**config.mk**
```make
export PLATFORM = sky130hd
export DESIGN_NAME = waitstate_memory
export DESIGN_NICKNAME = d
export VERILOG_FILES = /design/src/rtl/mem_pkg.sv /design/src/rtl/mem_array.sv /design/src/rtl/waitstate_memory.sv
export SDC_FILE = /design/constraint.sdc
export NUM_CORES = 2
export LEC_CHECK = 0
export CORE_UTILIZATION = 45
export CTS_CLUSTER_SIZE = 40
export DETAILED_ROUTE_END_ITERATION = 7
export DONT_BUFFER_PORTS = 1
export GPL_ROUTABILITY_DRIVEN = 0
export SYNTH_ARGS = -nofsm -noshare
export SYNTH_HDL_FRONTEND = slang
export SYNTH_SLANG_ARGS = --single-unit
```
**constraint.sdc**
```tcl
create_clock -name clk -period 5 [get_ports clk]
set_input_delay 0.75 -clock clk [delete_from_list [all_inputs] [get_ports clk]]
set_output_delay 0.75 -clock clk [all_outputs]
set_load 0.02 [all_outputs]
```
**src/rtl/mem_pkg.sv**
```systemverilog
// Shared types and constants for waitstate_memory: FSM state encoding,
// wait-counter width and the byte-lane count helper.
package mem_pkg;

  typedef enum logic {
    IDLE = 1'b0,
    WAIT = 1'b1
  } state_e;

  localparam int WCNT_W = 4;

  function automatic int lane_count(input int dw);
    return dw / 8;
  endfunction

endpackage

```
**src/rtl/mem_array.sv**
```systemverilog
// Storage-only single-port array: synchronous read, byte-masked write.
// rdata updates only on an enabled read and holds otherwise.
module mem_array
  import mem_pkg::*;
#(
  parameter int DW    = 16,
  parameter int DEPTH = 256
) (
  input  logic                        clk,
  input  logic                        en,
  input  logic                        we,
  input  logic [lane_count(DW)-1:0]   be,
  input  logic [$clog2(DEPTH)-1:0]    addr,
  input  logic [DW-1:0]               wdata,
  output logic [DW-1:0]               rdata
);

  localparam int NB = lane_count(DW);

  logic [DW-1:0] mem_q [DEPTH];

  // NOTE: storage has no reset; contents are undefined until written, which keeps it a plain RAM.
  always_ff @(posedge clk) begin
    if (en) begin
      if (we) begin
        for (int i = 0; i < NB; i++) begin
          if (be[i]) mem_q[addr][8*i +: 8] <= wdata[8*i +: 8];
        end
      end else begin
        rdata <= mem_q[addr];
      end
    end
  end

endmodule

```
**src/rtl/waitstate_memory.sv**
```systemverilog
// Single-port memory with valid/ready request handshake, WAIT_STATES extra
// cycles per access and byte enables. Define MEM_ADDR_CHECK_EN to flag
// addresses >= DEPTH as errors; otherwise addresses wrap modulo DEPTH.
module waitstate_memory
  import mem_pkg::*;
#(
  parameter int DW          = 16,
  parameter int AW          = 16,
  parameter int DEPTH       = 256,
  parameter int WAIT_STATES = 1
) (
  input  logic                      clk,
  input  logic                      rst,
  input  logic                      req_valid,
  output logic                      req_ready,
  input  logic                      req_we,
  input  logic [AW-1:0]             req_addr,
  input  logic [DW-1:0]             req_wdata,
  input  logic [lane_count(DW)-1:0] req_be,
  output logic                      rsp_valid,
  output logic [DW-1:0]             rsp_rdata,
  output logic                      rsp_err
);

  localparam int                IW        = $clog2(DEPTH);
  localparam int                NB        = lane_count(DW);
  localparam bit                ZERO_WAIT = (WAIT_STATES == 0);
  localparam logic [WCNT_W-1:0] WAIT_INIT = WCNT_W'(WAIT_STATES);

  state_e            state_q;
  logic [WCNT_W-1:0] cnt_q;
  logic              ready_q;
  logic              we_q;
  logic [AW-1:0]     addr_q;
  logic [DW-1:0]     wdata_q;
  logic [NB-1:0]     be_q;
  logic              rsp_valid_q;
  logic              rd_sel_q;

  logic              accept;
  logic              commit;
  logic              c_we;
  logic [AW-1:0]     c_addr;
  logic [DW-1:0]     c_wdata;
  logic [NB-1:0]     c_be;
  logic              c_oob;
  logic [DW-1:0]     arr_rdata;

  assign accept = req_valid && ready_q;

  // With no wait states the access commits on the accept edge straight from
  // the request inputs; otherwise it commits from the captured copy.
  assign commit  = ZERO_WAIT ? accept    : (state_q == WAIT && cnt_q == WCNT_W'(1));
  assign c_we    = ZERO_WAIT ? req_we    : we_q;
  assign c_addr  = ZERO_WAIT ? req_addr  : addr_q;
  assign c_wdata = ZERO_WAIT ? req_wdata : wdata_q;
  assign c_be    = ZERO_WAIT ? req_be    : be_q;

`ifdef MEM_ADDR_CHECK_EN
  logic rsp_err_q;

  assign c_oob = ({1'b0, c_addr} >= (AW+1)'(DEPTH));

  always_ff @(posedge clk or negedge rst) begin
    if (!rst) rsp_err_q <= 1'b0;
    else      rsp_err_q <= commit && c_oob;
  end

  assign rsp_err = rsp_err_q;
`else
  assign c_oob   = 1'b0;
  assign rsp_err = 1'b0;

  if (IW < AW) begin : g_addr_hi
    logic addr_hi_unused;
    assign addr_hi_unused = ^c_addr[AW-1:IW];
  end
`endif

  mem_array #(
    .DW    (DW),
    .DEPTH (DEPTH)
  ) u_array (
    .clk   (clk),
    .en    (commit && !c_oob),
    .we    (c_we),
    .be    (c_be),
    .addr  (c_addr[IW-1:0]),
    .wdata (c_wdata),
    .rdata (arr_rdata)
  );

  always_ff @(posedge clk or negedge rst) begin
    if (!rst) begin
      state_q     <= IDLE;
      cnt_q       <= '0;
      ready_q     <= 1'b1;
      we_q        <= 1'b0;
      addr_q      <= '0;
      wdata_q     <= '0;
      be_q        <= '0;
      rsp_valid_q <= 1'b0;
      rd_sel_q    <= 1'b0;
    end else begin
      rsp_valid_q <= commit;
      // rd_sel_q steers the array output onto rsp_rdata only after a good read,
      // so writes and errors respond with zero and the value holds between responses.
      if (commit) rd_sel_q <= !c_we && !c_oob;

      case (state_q)
        IDLE: begin
          if (accept) begin
            we_q    <= req_we;
            addr_q  <= req_addr;
            wdata_q <= req_wdata;
            be_q    <= req_be;
            if (!ZERO_WAIT) begin
              cnt_q   <= WAIT_INIT;
              state_q <= WAIT;
              ready_q <= 1'b0;
            end
          end
        end
        WAIT: begin
          cnt_q <= cnt_q - WCNT_W'(1);
          if (cnt_q == WCNT_W'(1)) begin
            state_q <= IDLE;
            ready_q <= 1'b1;
          end
        end
        default: begin
          state_q <= IDLE;
          ready_q <= 1'b1;
        end
      endcase
    end
  end

  assign req_ready = ready_q;
  assign rsp_valid = rsp_valid_q;
  assign rsp_rdata = rd_sel_q ? arr_rdata : '0;

endmodule

```
==> reports/metrics.csv <==
metric;value;unit
Root Driver;sky130_fd_sc_hd__clkbuf_16;
type of origin of the critical path;flip-flop;
relative slew slack;15.3;%
flop and latch count out of synthesis;4147;
maximum net fanout on the critical path;18;
core region area;0.349;sq mm
Critical Setup Path Class;flip-flop to flip-flop;
total chip power;67.1;mW
number of standard-cell rows in the floorplan;217;
number of pins exceeding their max-slew limit in the final report;0;
mean instance size in the synthesized netlist;22.1;sq um
yosys warns;0;
drt first-iter violations;8343;
final worst slack;445;ps
final count of hold timing violations;0;
worst min-delay path startpoint;req_valid;
synthesized net count;7178;
total length of routed wires;392;mm
Ports;57;
path class of the lowest-slack min-delay path;input pin to flip-flop;
dominant cell type by area after synthesis;sky130_fd_sc_hd__edfxtp_1;
number of buffers inserted during clock tree synthesis;406;
Clock Skew;45.4;ps
Sequential Power Share;56.1;%
initial core utilization;45.2;%
minimum setup slack after placement;437;ps
arrival time worst endpoint;5100;ps
internal power consumption;54.3;mW
reported max-cap violation count;0;
worst r2r src;addr_q[0];
status;finished clean;
number of buffers added for setup after CTS;0;
period utilisation layout;91.1;%
Avg Vias per Cell;5.99;
count of nets left with antenna violations after detail routing;0;
number of setup violations in the final report;0;
pwr/cell area;370;mW/mm^2
buffer levels on the longest clock path;4;
worst-case hold path end point;state_q;
distinct cell type count after synthesis;29;
synthesized area;0.158;sq mm
share of layout cells above drive strength 1;29.1;%
clock period minus worst slack;4550;ps
routed vias;76400;
FFs w/ async S/R, synth;0.844;%
area share of the largest cell type after synthesis;78.1;%
most common cell after layout, fill and taps aside;sky130_fd_sc_hd__edfxtp_1;
switching fraction of total power;19.1;%
end of the worst register-to-register path;u_array.rdata[8];
share of total power in combinational logic;0;%
commonest cells after routing, fill and taps aside;sky130_fd_sc_hd__edfxtp_1 (4,112), sky130_fd_sc_hd__mux4_2 (1,024), sky130_fd_sc_hd__buf_4 (621);
number of remaining DRC errors;0;
RSZ-0062 raised after global routing;false;
H-tree depth reported by CTS;5;
number of I/O port buffers;0;
slew of the pin with the lowest slew margin;1270;ps
number of enable flip-flop cells after synthesis;4112;
clock network power share;43.9;%
via count of the first global-routing pass;77800;
leakage power;45.5;nW
antenna violations before repair;15;
insertion delay of the later-clocked pin in the worst-skew pair;900;ps
Main synth FF type;sky130_fd_sc_hd__edfxtp_1;
fin nets;7855;
wire length per cell after detailed routing;30.7;um
maximum resistive drop on vdd;0.000278;V
Clk pin slew, worst setup/hold paths;60;ps
maximum number of pins on one net before global-route repair;203;
f_max;220;MHz
reg2reg setup slack;450;ps
cells on worst reg2reg path;9;
register area share after synthesis;78.7;%
TritonCTS clock tree;yes;
First-pass DRT Iterations;5;
number of instances in the synthesized netlist;7138;
final-layout worst hold slack;71.8;ps
die outline area;0.354;sq mm
critical path required time;5540;ps
Die Y;595;um
nature of the critical path endpoint;flip-flop;
Congestion Overflow GR;0;
total routing usage reported by global routing;21.9;%
switching power total;12.8;mW
Die W;595;um
setup total negative slack;0;ps
main area contributors after synthesis;sky130_fd_sc_hd__edfxtp_1 (78%), sky130_fd_sc_hd__mux4_2 (15%), sky130_fd_sc_hd__a22oi_1 (2.4%), sky130_fd_sc_hd__nor2_1 (1.2%), sky130_fd_sc_hd__a21oi_1 (0.82%);
worst hold stages;2;
first-pass GRT wire length;559;mm
area growth from synthesis to final layout;14.8;%
placed wire-length estimate after detailed placement;230;mm
clock sink total;4147;
==> power by group through the flow <==
stage,combinational [mW],sequential [mW],clock (mW)
final,0.0268,37.6,29.4
after global routing,0.0296,37.6,31.0
after CTS,0.0274,37.6,29.8
after detailed placement,0.000896,38.3,0
after global placement,0.000896,38.3,0
after floorplan,0.00149,38.3,0
==> critical path, stage by stage (launching register included) <==
cell and delay, ps:
sky130_fd_sc_hd__dfrtp_4 870, sky130_fd_sc_hd__buf_12 300, sky130_fd_sc_hd__buf_12 220, sky130_fd_sc_hd__buf_12 180
sky130_fd_sc_hd__mux4_2 510, sky130_fd_sc_hd__a22oi_1 210, sky130_fd_sc_hd__a21oi_1 180, sky130_fd_sc_hd__o41ai_1 1020
sky130_fd_sc_hd__buf_4 300, sky130_fd_sc_hd__nand4_1 290
==> synth_stat cells (all sizes together) (16+ instances only) <==
cell type and number:
and2 18, mux4 1024, nand4 16, dfrtp 34
a22oi 512, a21oi 258, o41ai 64, mux2 27
edfxtp 4112, buf 173, nor2 525, nand2 48
clkbuf 295
==> metal layers <==
| layer | track usage [%] | share of wire [%] | up-vias |
|---|---|---|---|
| met3 | 2.98 | 6.7 | 613 |
| met1 | 30.6 | 41 | 41000 |
| met5 | 0 | 0.0033 | - |
| met2 | 35.8 | 49 | 3055 |
| li1 | - | - | 31700 |
| met4 | 7.12 | 3.4 | 2 |
==> registers in the layout (all words and copies together), names as in the netlist <==
name / count
cnt_q: 4
u_array.rdata: 16
addr_q: 8
state_q: 1
req_ready: 1
rd_sel_q: 1
rsp_valid: 1
c_we: 1
c_wdata: 16
u_array.mem_q: 4096
be_q: 2
==> cells by family (layout without fill, tap and decap cells) <==
group	after synthesis	after routing	synth area share, %
simple gates	628	628	1.58
compound gates	837	837	3.61
buf+inv	470	1477	1.31
other cells	1	4	0.00237
fa+ha+maj	2	2	0.0158
mux	1053	1053	14.8
flops	4147	4147	78.7
==> repair_timing <==
action / CTS / global route
resized for setup: 0 / 0
hold endpoints to repair: 62 / 0
hold buffers: 29 / 0
==> final cells by class <==
class	instances	area, sq um
fill	27000	168000
sequential	4147	124000
multi-input combinational	2521	31900
clock buffer	494	10700
timing repair buffer	737	6700
tap	4599	5750
clock inverter	244	1960
inverter	2	7.51
antenna	3	7.51
==> stage by stage <==
stage               util (%)  instances  instance area, sq um
floorplan                  -       7138                158000
global placement        48.2      12000                168000
detailed placement      48.2      12000                168000
CTS                     51.9      12700                181000
global route            51.9      12700                181000
finish                  51.9      12700                181000
==> how the worst max path moves through the flow <==
stage | cells past startpoint | from | end
2_1_floorplan | 0 | c_wdata[0] | u_array.mem_q[0][0]
3_3_place_gp | 9 | addr_q[0] | u_array.rdata[8]
3_5_place_dp | 9 | addr_q[0] | u_array.rdata[8]
4_1_cts | 9 | addr_q[0] | u_array.rdata[8]
5_1_grt | 9 | addr_q[0] | u_array.rdata[8]
6_report | 9 | addr_q[0] | u_array.rdata[8]
Note: power is estimated with default switching activity, not from simulation.
